===== src/rtl/pdm_capture_ctrl.sv =====
// Capture sequencer for a PDM microphone: gates M_CLK, waits out mic power-up,
// drops filter-settling samples, then streams PCM words into the sample FIFO.
module pdm_capture_ctrl #(
  parameter int WARMUP_CYCLES   = 1_000_000,
  parameter int DISCARD_SAMPLES = 64,
  parameter int DATA_WIDTH      = 16,
  parameter int COUNT_WIDTH     = 20,
  parameter int MAX_SAMPLES     = 0
) (
  input  logic                   clk,
  input  logic                   rst_n,
  input  logic                   start,
  input  logic                   stop,
  input  logic                   pcm_valid,
  input  logic [DATA_WIDTH-1:0]  pcm_data,
  input  logic                   fifo_full,
  output logic                   mic_clk_en,
  output logic                   fifo_wr_en,
  output logic [DATA_WIDTH-1:0]  fifo_wr_data,
  output logic [COUNT_WIDTH-1:0] sample_count,
  output logic                   overflow,
  output logic                   done,
  output logic [2:0]             state
);

  typedef enum logic [2:0] {
    S_IDLE    = 3'd0,
    S_WARMUP  = 3'd1,
    S_SETTLE  = 3'd2,
    S_CAPTURE = 3'd3,
    S_DONE    = 3'd4
  } state_t;

  localparam int WARM_W = (WARMUP_CYCLES > 1) ? $clog2(WARMUP_CYCLES) : 1;
  localparam int DISC_W = (DISCARD_SAMPLES > 1) ? $clog2(DISCARD_SAMPLES) : 1;
  localparam logic [WARM_W-1:0]      WARM_LOAD = WARM_W'(WARMUP_CYCLES - 1);
  localparam logic [DISC_W-1:0]      DISC_LAST = DISC_W'((DISCARD_SAMPLES > 0) ? DISCARD_SAMPLES - 1 : 0);
  localparam logic [COUNT_WIDTH-1:0] MAX_CNT   = COUNT_WIDTH'(MAX_SAMPLES);

  state_t                  state_q, state_d;
  logic [WARM_W-1:0]       warm_cnt_q, warm_cnt_d;
  logic [DISC_W-1:0]       disc_cnt_q, disc_cnt_d;
  logic                    mic_clk_en_d, fifo_wr_en_d, overflow_d, done_d;
  logic [DATA_WIDTH-1:0]   fifo_wr_data_d;
  logic [COUNT_WIDTH-1:0]  sample_count_d, count_inc;

  logic start_ok, accept, write, drop, budget_hit;

  // start is honoured only from IDLE or DONE, and a coincident stop always wins.
  assign start_ok   = start && !stop && (state_q == S_IDLE || state_q == S_DONE);
  assign accept     = (state_q == S_CAPTURE) && pcm_valid && !stop;
  assign write      = accept && !fifo_full;
  assign drop       = accept && fifo_full;
  assign count_inc  = (&sample_count) ? sample_count : sample_count + 1'b1;
  assign budget_hit = (MAX_SAMPLES != 0) && write && (count_inc == MAX_CNT);

  // NOTE: edge-triggered state uses non-blocking (<=) so every register
  // samples pre-edge values, independent of process evaluation order.
  always_ff @(posedge clk or negedge rst_n) begin
    if (!rst_n) state_q <= S_IDLE;
    else        state_q <= state_d;
  end

  // NOTE: every always_comb output gets a default first, so no path can
  // leave it unassigned and infer a latch.
  always_comb begin
    state_d = state_q;
    unique case (state_q)
      S_IDLE:    if (start_ok) state_d = S_WARMUP;
      S_WARMUP:  if (stop) state_d = S_IDLE;
                 else if (warm_cnt_q == '0)
                   state_d = (DISCARD_SAMPLES == 0) ? S_CAPTURE : S_SETTLE;
      S_SETTLE:  if (stop) state_d = S_IDLE;
                 else if (pcm_valid && disc_cnt_q == DISC_LAST) state_d = S_CAPTURE;
      S_CAPTURE: if (stop) state_d = S_IDLE;
                 else if (budget_hit) state_d = S_DONE;
      S_DONE:    if (stop) state_d = S_IDLE;
                 else if (start_ok) state_d = S_WARMUP;
      default:   state_d = S_IDLE;
    endcase
  end

  // Next values of the registered outputs; derived from the next state so
  // mic_clk_en and done change on the same edge as the state.
  always_comb begin
    mic_clk_en_d   = (state_d == S_WARMUP) || (state_d == S_SETTLE) || (state_d == S_CAPTURE);
    done_d         = (state_d == S_DONE);
    fifo_wr_en_d   = write;
    fifo_wr_data_d = write ? pcm_data : fifo_wr_data;
    sample_count_d = sample_count;
    overflow_d     = overflow;
    if (start_ok) begin
      sample_count_d = '0;
      overflow_d     = 1'b0;
    end else begin
      if (write) sample_count_d = count_inc;
      if (drop)  overflow_d     = 1'b1;
    end
    warm_cnt_d = (state_q == S_WARMUP && warm_cnt_q != '0) ? warm_cnt_q - 1'b1 : WARM_LOAD;
    disc_cnt_d = '0;
    if (state_q == S_SETTLE) disc_cnt_d = pcm_valid ? disc_cnt_q + 1'b1 : disc_cnt_q;
  end

  always_ff @(posedge clk or negedge rst_n) begin
    if (!rst_n) begin
      mic_clk_en   <= 1'b0;
      fifo_wr_en   <= 1'b0;
      fifo_wr_data <= '0;
      sample_count <= '0;
      overflow     <= 1'b0;
      done         <= 1'b0;
      warm_cnt_q   <= WARM_LOAD;
      disc_cnt_q   <= '0;
    end else begin
      mic_clk_en   <= mic_clk_en_d;
      fifo_wr_en   <= fifo_wr_en_d;
      fifo_wr_data <= fifo_wr_data_d;
      sample_count <= sample_count_d;
      overflow     <= overflow_d;
      done         <= done_d;
      warm_cnt_q   <= warm_cnt_d;
      disc_cnt_q   <= disc_cnt_d;
    end
  end

  assign state = state_q;

endmodule


===== config.mk =====
export PLATFORM = sky130hd
export DESIGN_NAME = pdm_capture_ctrl
export DESIGN_NICKNAME = d
export VERILOG_FILES = /design/src/rtl/pdm_capture_ctrl.sv
export SDC_FILE = /design/constraint.sdc
export NUM_CORES = 1
export LEC_CHECK = 0
export CORE_MARGIN = 5
export CORE_UTILIZATION = 46
export DETAILED_ROUTE_END_ITERATION = 12
export GPL_TIMING_DRIVEN = 0
export HOLD_SLACK_MARGIN = 0.02
export PLACE_DENSITY = 0.76
export SYNTH_ARGS = -nofsm -noshare
export SYNTH_HDL_FRONTEND = slang
export SYNTH_SLANG_ARGS = --single-unit

===== constraint.sdc =====
create_clock -name clk -period 2.5 [get_ports clk]
set_clock_uncertainty 0.1 [all_clocks]
set_input_delay 0.75 -clock clk [delete_from_list [all_inputs] [get_ports clk]]
set_output_delay 0.75 -clock clk [all_outputs]
set_load 0.03 [all_outputs]

Yosys cells after proc, flatten, opt, wreduce, memory -nomap -nowiden:

Index checks and enable logic that the tools add are counted.
W data, S select, Z words.

* output and inout bits: 43
* register bits after elaboration: 69
* input port bits: 22

* muxes and demuxes: 16
* equal/unequal tests: 11
* reductions and logical operators: 20
* add/subtract/negate cells: 3

Operators with widths (count)
* $mux W20: 4
* $mux W3: 7
* $add A20 B1 Y20 const B: 1
* $logic_not A20 Y1: 1
* $reduce_and A20 Y1: 1
* $reduce_bool A20 Y1: 1
* $sub A20 B1 Y20 const B: 1
* $pmux W3 S5: 1
* $eq A3 B2 Y1 const B: 4
* $mux W6: 2
* $logic_and A1 B1 Y1: 8
* $add A6 B1 Y6 const B: 1
* $eq A3 B1 Y1 const B: 2
* $eq A3 B3 Y1 const B: 2
* $eq A6 B6 Y1 const B: 1
* $ne A2 B2 Y1 const B: 2
* $reduce_bool A2 Y1: 2
* $logic_not A3 Y1: 1
* $logic_or A1 B1 Y1: 3
* $logic_not A1 Y1: 2
* $mux W1: 2
* $reduce_and A2 Y1: 1

Logic depth before layout (Yosys ltp):

Gate-level depths: netlist of run 1.

* depth in word-level cells: 9
* depth in mapped cells: 8
* mapped depth without buffers: 7

Worst setup path before layout of run 1:

Ideal clock, no wire load.

* path kind: input -> register
* start point: input stop
* end point: register fifo_wr_data[10]
* data arrival time: 2.192 ns
* cell stages on the path: 5
* library setup time: 0.125 ns
* buffers on the path: 2
* setup slack: 0.083 ns
* required time: 2.275 ns
* cell sequence: nor3_1 -> and2_1 -> clkbuf_1 -> buf_1 -> mux2_2

* word-level cells in the longest chain between the ends: 3

Ends and longest elaborated chain
* start: declaration: RTL line 13 `input logic stop,`
* $logic_not A1 Y1: RTL line 51 `assign accept = (state_q == S_CAPTURE) && pcm_valid && !stop;`
* $logic_and A1 B1 Y1: RTL line 51
* $logic_and A1 B1 Y1: RTL line 52 `assign write = accept && !fifo_full;`
* via fifo_wr_en_d: RTL line 43 `logic mic_clk_en_d, fifo_wr_en_d, overflow_d, done_d;`
* end signal: assignment: RTL line 117 `fifo_wr_data <= fifo_wr_data_d;`
* end: declaration: RTL line 19 `output logic [DATA_WIDTH-1:0] fifo_wr_data,`

The timed path passes the listed nets, and every way through them passes these cells.
A chain may end at the register's enable or synchronous reset.

Worst setup path after layout of run 1:

* start point: input pcm_valid
* end point: register sample_count[4]

* word-level cells in the longest chain between the ends: 5

Ends and longest elaborated chain
* start: declaration: RTL line 14 `input logic pcm_valid,`
* $logic_and A1 B1 Y1 (2 in a row): RTL line 51
* $logic_and A1 B1 Y1: RTL line 52
* $reduce_bool A2 Y1 (no source line)
* $reduce_and A2 Y1 (no source line)
* end signal: assignment: RTL line 118 `sample_count <= sample_count_d;`
* end: declaration: RTL line 20 `output logic [COUNT_WIDTH-1:0] sample_count,`

Every way passes these cells.

==> metrics.txt, run 1 <==
Synth Area in Adders=0.0119; #FFs+latches synth=69; leakage power total=1.73 nW; worst skew pair latency=0.34 ns; mux cell area share after synthesis=0.0634; H-Tree Depth=3; VDD IR max=0.299 mV; post-DR wirelength/cell=15.5 um; overall power=2.21 mW; post-route design area=0.00420 mm2; critical path type=in2reg; Area Overhead vs Synth=33.0%; count leader, synth=dfrtp_1; worst setup margin=0.0151 ns; vias in the first global route=2465; syn_area_per_cell=10.8 um2; First DRT Iteration DRCs=115; Layout Nets=393; Seq/Total Area, Yosys=0.552; top cell type by total area after synthesis=dfrtp_1; I/O Pins=65; Synth Area in Simple Gates=0.210; worst rel slew slack=0.430; clk buf depth=2; IO buf count=64; Worst Tran Pin Value=0.855 ns; dominant synthesized flop cell=dfrtp_1; Syn Inst Count=291; commonest cells in the netlist=57 x dfrtp_1, 36 x nor2_1, 24 x nand2_1; crit path launch type=input pin; diodes inserted=0; largest family of logic cells by synthesized area=simple AND/OR/NAND/NOR gates; number of flops mapped to enable cells by yosys=0; largest net degree at the start of global routing=70; gr usage total=0.168; maxcap violations=0; RSZ-0062 raised after global routing=true; Vias/cell=5.35; filler cell count=539; Hold-fix buffers, CTS=0; layout cells sized above 1=0.174; share of the synthesized area in the top cell type=0.452; Final Core Density=0.625; syn_nets=316; WL final=7010 um; pins over their slew limit=0; post-route ant nets=0; CP Capture Type=register; final setup fails=0; first drt pass iteration count=4; DP HPWL=4850 um; Site Rows=30; CTS Sinks=69; Synth Area in XOR/XNOR=0.0888; post-synthesis compound-gate area fraction=0.0571; Worst-path clk slew=0.07 ns; worst-path fanout max=10; DR vias=2424; first-pass GRT wire length=11600 um; Ys Warns=0; Async S/R FF share, synth=1.00; worst min path class=reg2reg; core area=0.00672 mm2; top cells by area, synth=dfrtp_1 45%, dfstp_2 10%, xnor2_1 6.1%, mux2_2 5.7%, nor2_1 4.3%; synth unique cells=39; placed cell areas=0.00389 mm2; Synth Cell Area=0.00316 mm2; Final Non-Filler Cells=453; Congestion Overflow GR=0; setup slack after placement=-0.789 ns; antenna violations before repair=0; Horiz. Die Dim=92.8 um; outcome=finished, final reports clean; Initial Util=0.470; Die Area=0.00862 mm2; final number of hold-violating endpoints=0; GPL Wtd Cong=0.811; Placed Instances=435; die height=92.8 um; pwr/cell area=526 mW/mm2; min Tclk post-route=2.48 ns; Root Driver=clkbuf_8; Arr. time, crit path=2.65 ns; DRC Markers=0; Worst EP required=2.66 ns; FMAX=402 MHz; crit share post-route=0.994; CTS Buf Count=9; CTS tree=done
==> critical path, stage by stage <==
cell and delay (ns):
clkdlybuf4s50_1 0.60, and3_1 0.29, and2_2 0.33, o21ai_2 0.18, or3_1 0.34, a21oi_1 0.15
==> path summary, 6_finish.rpt <==
kind	slack [ns]	from	endpoint	depth (start not counted)
max	0.02	pcm_valid	sample_count[4]$_DFFE_PN0P_	6
min in group asynchronous	0.42	rst_n	warm_cnt_q[7]$_DFF_PN0_	1
max reg2reg	0.04	warm_cnt_q[5]$_DFF_PN1_	warm_cnt_q[13]$_DFF_PN0_	6
min	0.36	warm_cnt_q[0]$_DFF_PN1_	warm_cnt_q[0]$_DFF_PN1_	1
min reg2reg	0.36	warm_cnt_q[0]$_DFF_PN1_	warm_cnt_q[0]$_DFF_PN1_	1
max in group asynchronous	1.32	rst_n	mic_clk_en$_DFF_PN0_	1
==> cells by family after synthesis <==
family,after synthesis
simple gates,127
flops,69
xor+xnor,32
compound gates,28
mux,18
buf+inv,14
fa+ha+maj,3
==> what timing repair did <==
item,CTS,global route
endpoints found under the setup margin,17,38
setup buffers,0,3
pin swaps,0,1
gates resized for setup,4,15
==> sequential cells by signal, summed over array words and instances (netlist names) <==
signal and flops:
sample_count 20, warm_cnt_q 20, fifo_wr_data 16, disc_cnt_q 6
state 3, done 1, fifo_wr_en 1, mic_clk_en 1
overflow 1
==> per-stage QoR <==
stage / setup TNS [ns] / hold WS, ns
floorplan: 0 / 0.334
global route: -0.671 / 0.384
detailed placement: -16.76 / 0.348
global placement: -125.06 / 0.344
CTS: 0 / 0.364
finish: 0 / 0.365
==> per-layer routing <==
metal / routed length [um] / vias up / track usage
li1: - / 1188 / -
met1: 3160 / 1171 / 0.216
met2: 3390 / 57 / 0.268
met3: 352 / 8 / 0.0414
met4: 103 / 0 / 0.0769
met5: 0 / - / 0
==> cell type report <==
| cell class | instances | area [um2] | share of cell area |
|---|---|---|---|
| Inverter | 5 | 18.8 | 0.00447 |
| Multi-Input combinational cell | 208 | 1430 | 0.340 |
| Sequential cell | 69 | 1740 | 0.415 |
| Clock inverter | 3 | 42.5 | 0.0101 |
| Tap cell | 80 | 100 | 0.0239 |
| Timing Repair Buffer | 67 | 661 | 0.157 |
| Clock buffer | 13 | 169 | 0.0403 |
| Buffer | 8 | 38.8 | 0.00924 |
==> cells in the final DEF, fill, tap and decap left out, drive strengths merged, types with 7 or more instances in the layout <==
| cell | count |
|---|---|
| dfrtp | 57 |
| dfstp | 12 |
| nor2 | 37 |
| nand2 | 24 |
| clkbuf | 20 |
| mux2 | 16 |
| nand3 | 13 |
| xnor2 | 22 |
| o21ai | 8 |
| clkdlybuf4s50 | 63 |
| nand4 | 7 |
| xor2 | 10 |
| nor4 | 8 |
==> where the power goes <==
part	leakage, nW	internal [mW]	total [mW]	switching, mW
clock	0.106	0.542	0.949	0.407
combinational	0.703	0.0514	0.121	0.0700
sequential	0.920	1.13	1.14	0.00911
total	1.73	1.72	2.21	0.486
No activity file was read; power rests on OpenSTA's default activity.
==> run 2: changes to the inputs <==
--- a/config.mk
+++ b/config.mk
@@ -10,7 +10,7 @@
 export DETAILED_ROUTE_END_ITERATION = 12
 export GPL_TIMING_DRIVEN = 0
 export HOLD_SLACK_MARGIN = 0.02
-export PLACE_DENSITY = 0.76
+export PLACE_DENSITY = 0.81
 export SYNTH_ARGS = -nofsm -noshare
 export SYNTH_HDL_FRONTEND = slang
 export SYNTH_SLANG_ARGS = --single-unit
==> run 2 against run 1 <==
Compared with the run above: global-route usage up 0.57 points; count of clock-buffer cells in the layout down 3; hold slack better by 0.00091 ns; sequential power about the same; critical path depth unchanged; critical endpoint is now warm_cnt_q[13]$_DFF_PN0_; largest cell class unchanged; highest routed layer unchanged.
==> metrics.txt, run 2 (synthesis results as in run 1) <==
final setup fails=0 (unchanged); pwr/cell area=550 mW/mm2 (was 526 mW/mm2); crit path launch type=register (was input pin); vias in the first global route=2462 (was 2465); RSZ-0062 raised after global routing=false (was true); Root Driver=clkbuf_8 (unchanged); placed cell areas=0.00389 mm2 (unchanged); First DRT Iteration DRCs=84 (was 115); Net Sw Frac=0.230 (was 0.220); RR Startpoint=warm_cnt_q[6]$_DFF_PN0_ (was warm_cnt_q[5]$_DFF_PN1_); largest net degree at the start of global routing=70 (unchanged); Pint=1.78 mW (was 1.72 mW); CTS Sinks=69 (unchanged); Site Rows=30 (unchanged); critical path type=reg2reg (was in2reg); GPL Wtd Cong=0.839 (was 0.811); worst skew pair latency=0.35 ns (was 0.34 ns); Hold Path Depth=1 (unchanged); first drt pass iteration count=4 (unchanged); layout cells sized above 1=0.173 (was 0.174); commonest non-fill, non-tap cell in the layout=clkdlybuf4s50_1 (unchanged); Area Overhead vs Synth=32.9% (was 33.0%); commonest cells after routing, fill and taps aside=62 x clkdlybuf4s50_1, 57 x dfrtp_1, 36 x nor2_1 (was 63 x clkdlybuf4s50_1, 57 x dfrtp_1, 36 x nor2_1); crit share post-route=0.976 (was 0.994); worst min path class=reg2reg (unchanged); Congestion Overflow GR=0 (unchanged); die height=92.8 um (unchanged); Die Area=0.00862 mm2 (unchanged); overall power=2.31 mW (was 2.21 mW); crit path launch=warm_cnt_q[6]$_DFF_PN0_ (was pcm_valid); gr usage total=0.174 (was 0.168); CTS Buf Count=9 (unchanged); post-route ant nets=0 (unchanged); H-Tree Depth=3 (unchanged); Arr. time, crit path=2.56 ns (was 2.65 ns); maxcap violations=0 (unchanged); worst min-delay path startpoint=warm_cnt_q[0]$_DFF_PN1_ (unchanged); path depth of the worst reg2reg path=6 (unchanged); Layout Nets=390 (was 393); Net Sw Power=531 uW (was 486 uW); worst rel slew slack=0.444 (was 0.430); setup slack after placement=-0.800 ns (was -0.789 ns); pins over their slew limit=0 (unchanged); Initial Util=0.470 (unchanged); clk buf depth=2 (unchanged); clock share of power=0.454 (was 0.430); VDD IR max=0.351 mV (was 0.299 mV); diodes inserted=0 (unchanged); Worst Tran Pin Value=0.834 ns (was 0.855 ns); CP Capture Type=register (unchanged); final number of hold-violating endpoints=0 (unchanged); Hold-fix buffers, CTS=0 (unchanged); setup repair bufs after CTS=0 (unchanged); worst setup margin=0.0594 ns (was 0.0151 ns); I/O Pins=65 (unchanged); WL final=7040 um (was 7010 um); Comb power frac=0.053 (was 0.055); DP HPWL=4980 um (was 4850 um); Horiz. Die Dim=92.8 um (unchanged); DR vias=2433 (was 2424); Seq pwr share=0.493 (was 0.515); FMAX=410 MHz (was 402 MHz); Worst-path clk slew=0.08 ns (was 0.07 ns); core area=0.00672 mm2 (unchanged); Vias/cell=5.41 (was 5.35); outcome=finished, final reports clean (unchanged); post-route design area=0.00420 mm2 (about the same); worst-path fanout max=6 (was 10); min Tclk post-route=2.44 ns (was 2.48 ns); CTS-repair resized insts=5 (was 4); antenna violations before repair=0 (unchanged); DRC Markers=0 (unchanged); CTS tree=done (unchanged); IO buf count=64 (unchanged); leakage power total=1.73 nW (about the same); Worst EP required=2.62 ns (was 2.66 ns); post-DR wirelength/cell=15.7 um (was 15.5 um); biggest regs=sample_count x20, warm_cnt_q x20, fifo_wr_data x16 (unchanged); first-pass GRT wire length=11700 um (was 11600 um); Final Hold Slack=0.366 ns (was 0.365 ns)
==> run 2: area by class of cell <==
class | instances | area (um2)
Inverter | 5 | 18.8
Multi-Input combinational cell | 208 | 1430
Fill cell | 545 | 2520
Buffer | 8 | 33.8
Tap cell | 80 | 100
Sequential cell | 69 | 1740
Timing Repair Buffer | 64 | 641
Clock buffer | 10 | 138
Clock inverter | 6 | 93.8
==> run 2: final timing paths <==
kind / endpoint / slack, ns
max: warm_cnt_q[13]$_DFF_PN0_ / 0.06
min: warm_cnt_q[0]$_DFF_PN1_ / 0.37
max reg2reg: warm_cnt_q[13]$_DFF_PN0_ / 0.06
min reg2reg: warm_cnt_q[0]$_DFF_PN1_ / 0.37
max in group asynchronous: fifo_wr_data[9]$_DFFE_PN0P_ / 1.35
min in group asynchronous: disc_cnt_q[0]$_DFFE_PN0P_ / 0.40
==> run 2: routing by layer <==
| layer | part of all wire | up-vias | global-route usage | wire length, um |
|---|---|---|---|---|
| li1 | - | 1177 | - | - |
| met4 | 0.024 | 0 | 0.0891 | 166 |
| met5 | 0 | - | 0 | 0 |
| met1 | 0.44 | 1192 | 0.213 | 3120 |
| met2 | 0.49 | 52 | 0.284 | 3440 |
| met3 | 0.045 | 12 | 0.0422 | 319 |
==> run 2: critical path, stage by stage, from the launching register on <==
cell	delay, ns
dfrtp_1	0.44
or4_4	0.50
or4_1	0.46
buf_2	0.17
or4_4	0.44
xor2_2	0.17
nor2_2	0.04
==> run 2: stage by stage <==
stage                     setup TNS (ns)  utilization  std cells
after floorplan                        0            -        291
after global placement           -124.13        0.580        435
after detailed placement          -16.70        0.580        435
after CTS                              0        0.616        450
after global routing                   0        0.624        450
final                                  0        0.624        450
==> run 2: power groups by stage <==
stage	clock, mW	combinational (mW)	sequential, mW
2_1_floorplan	0	0.0358	1.17
3_3_place_gp	0	0.122	1.16
3_5_place_dp	0	0.124	1.16
4_1_cts	1.07	0.125	1.14
5_1_grt	1.12	0.136	1.14
6_report	1.05	0.122	1.14
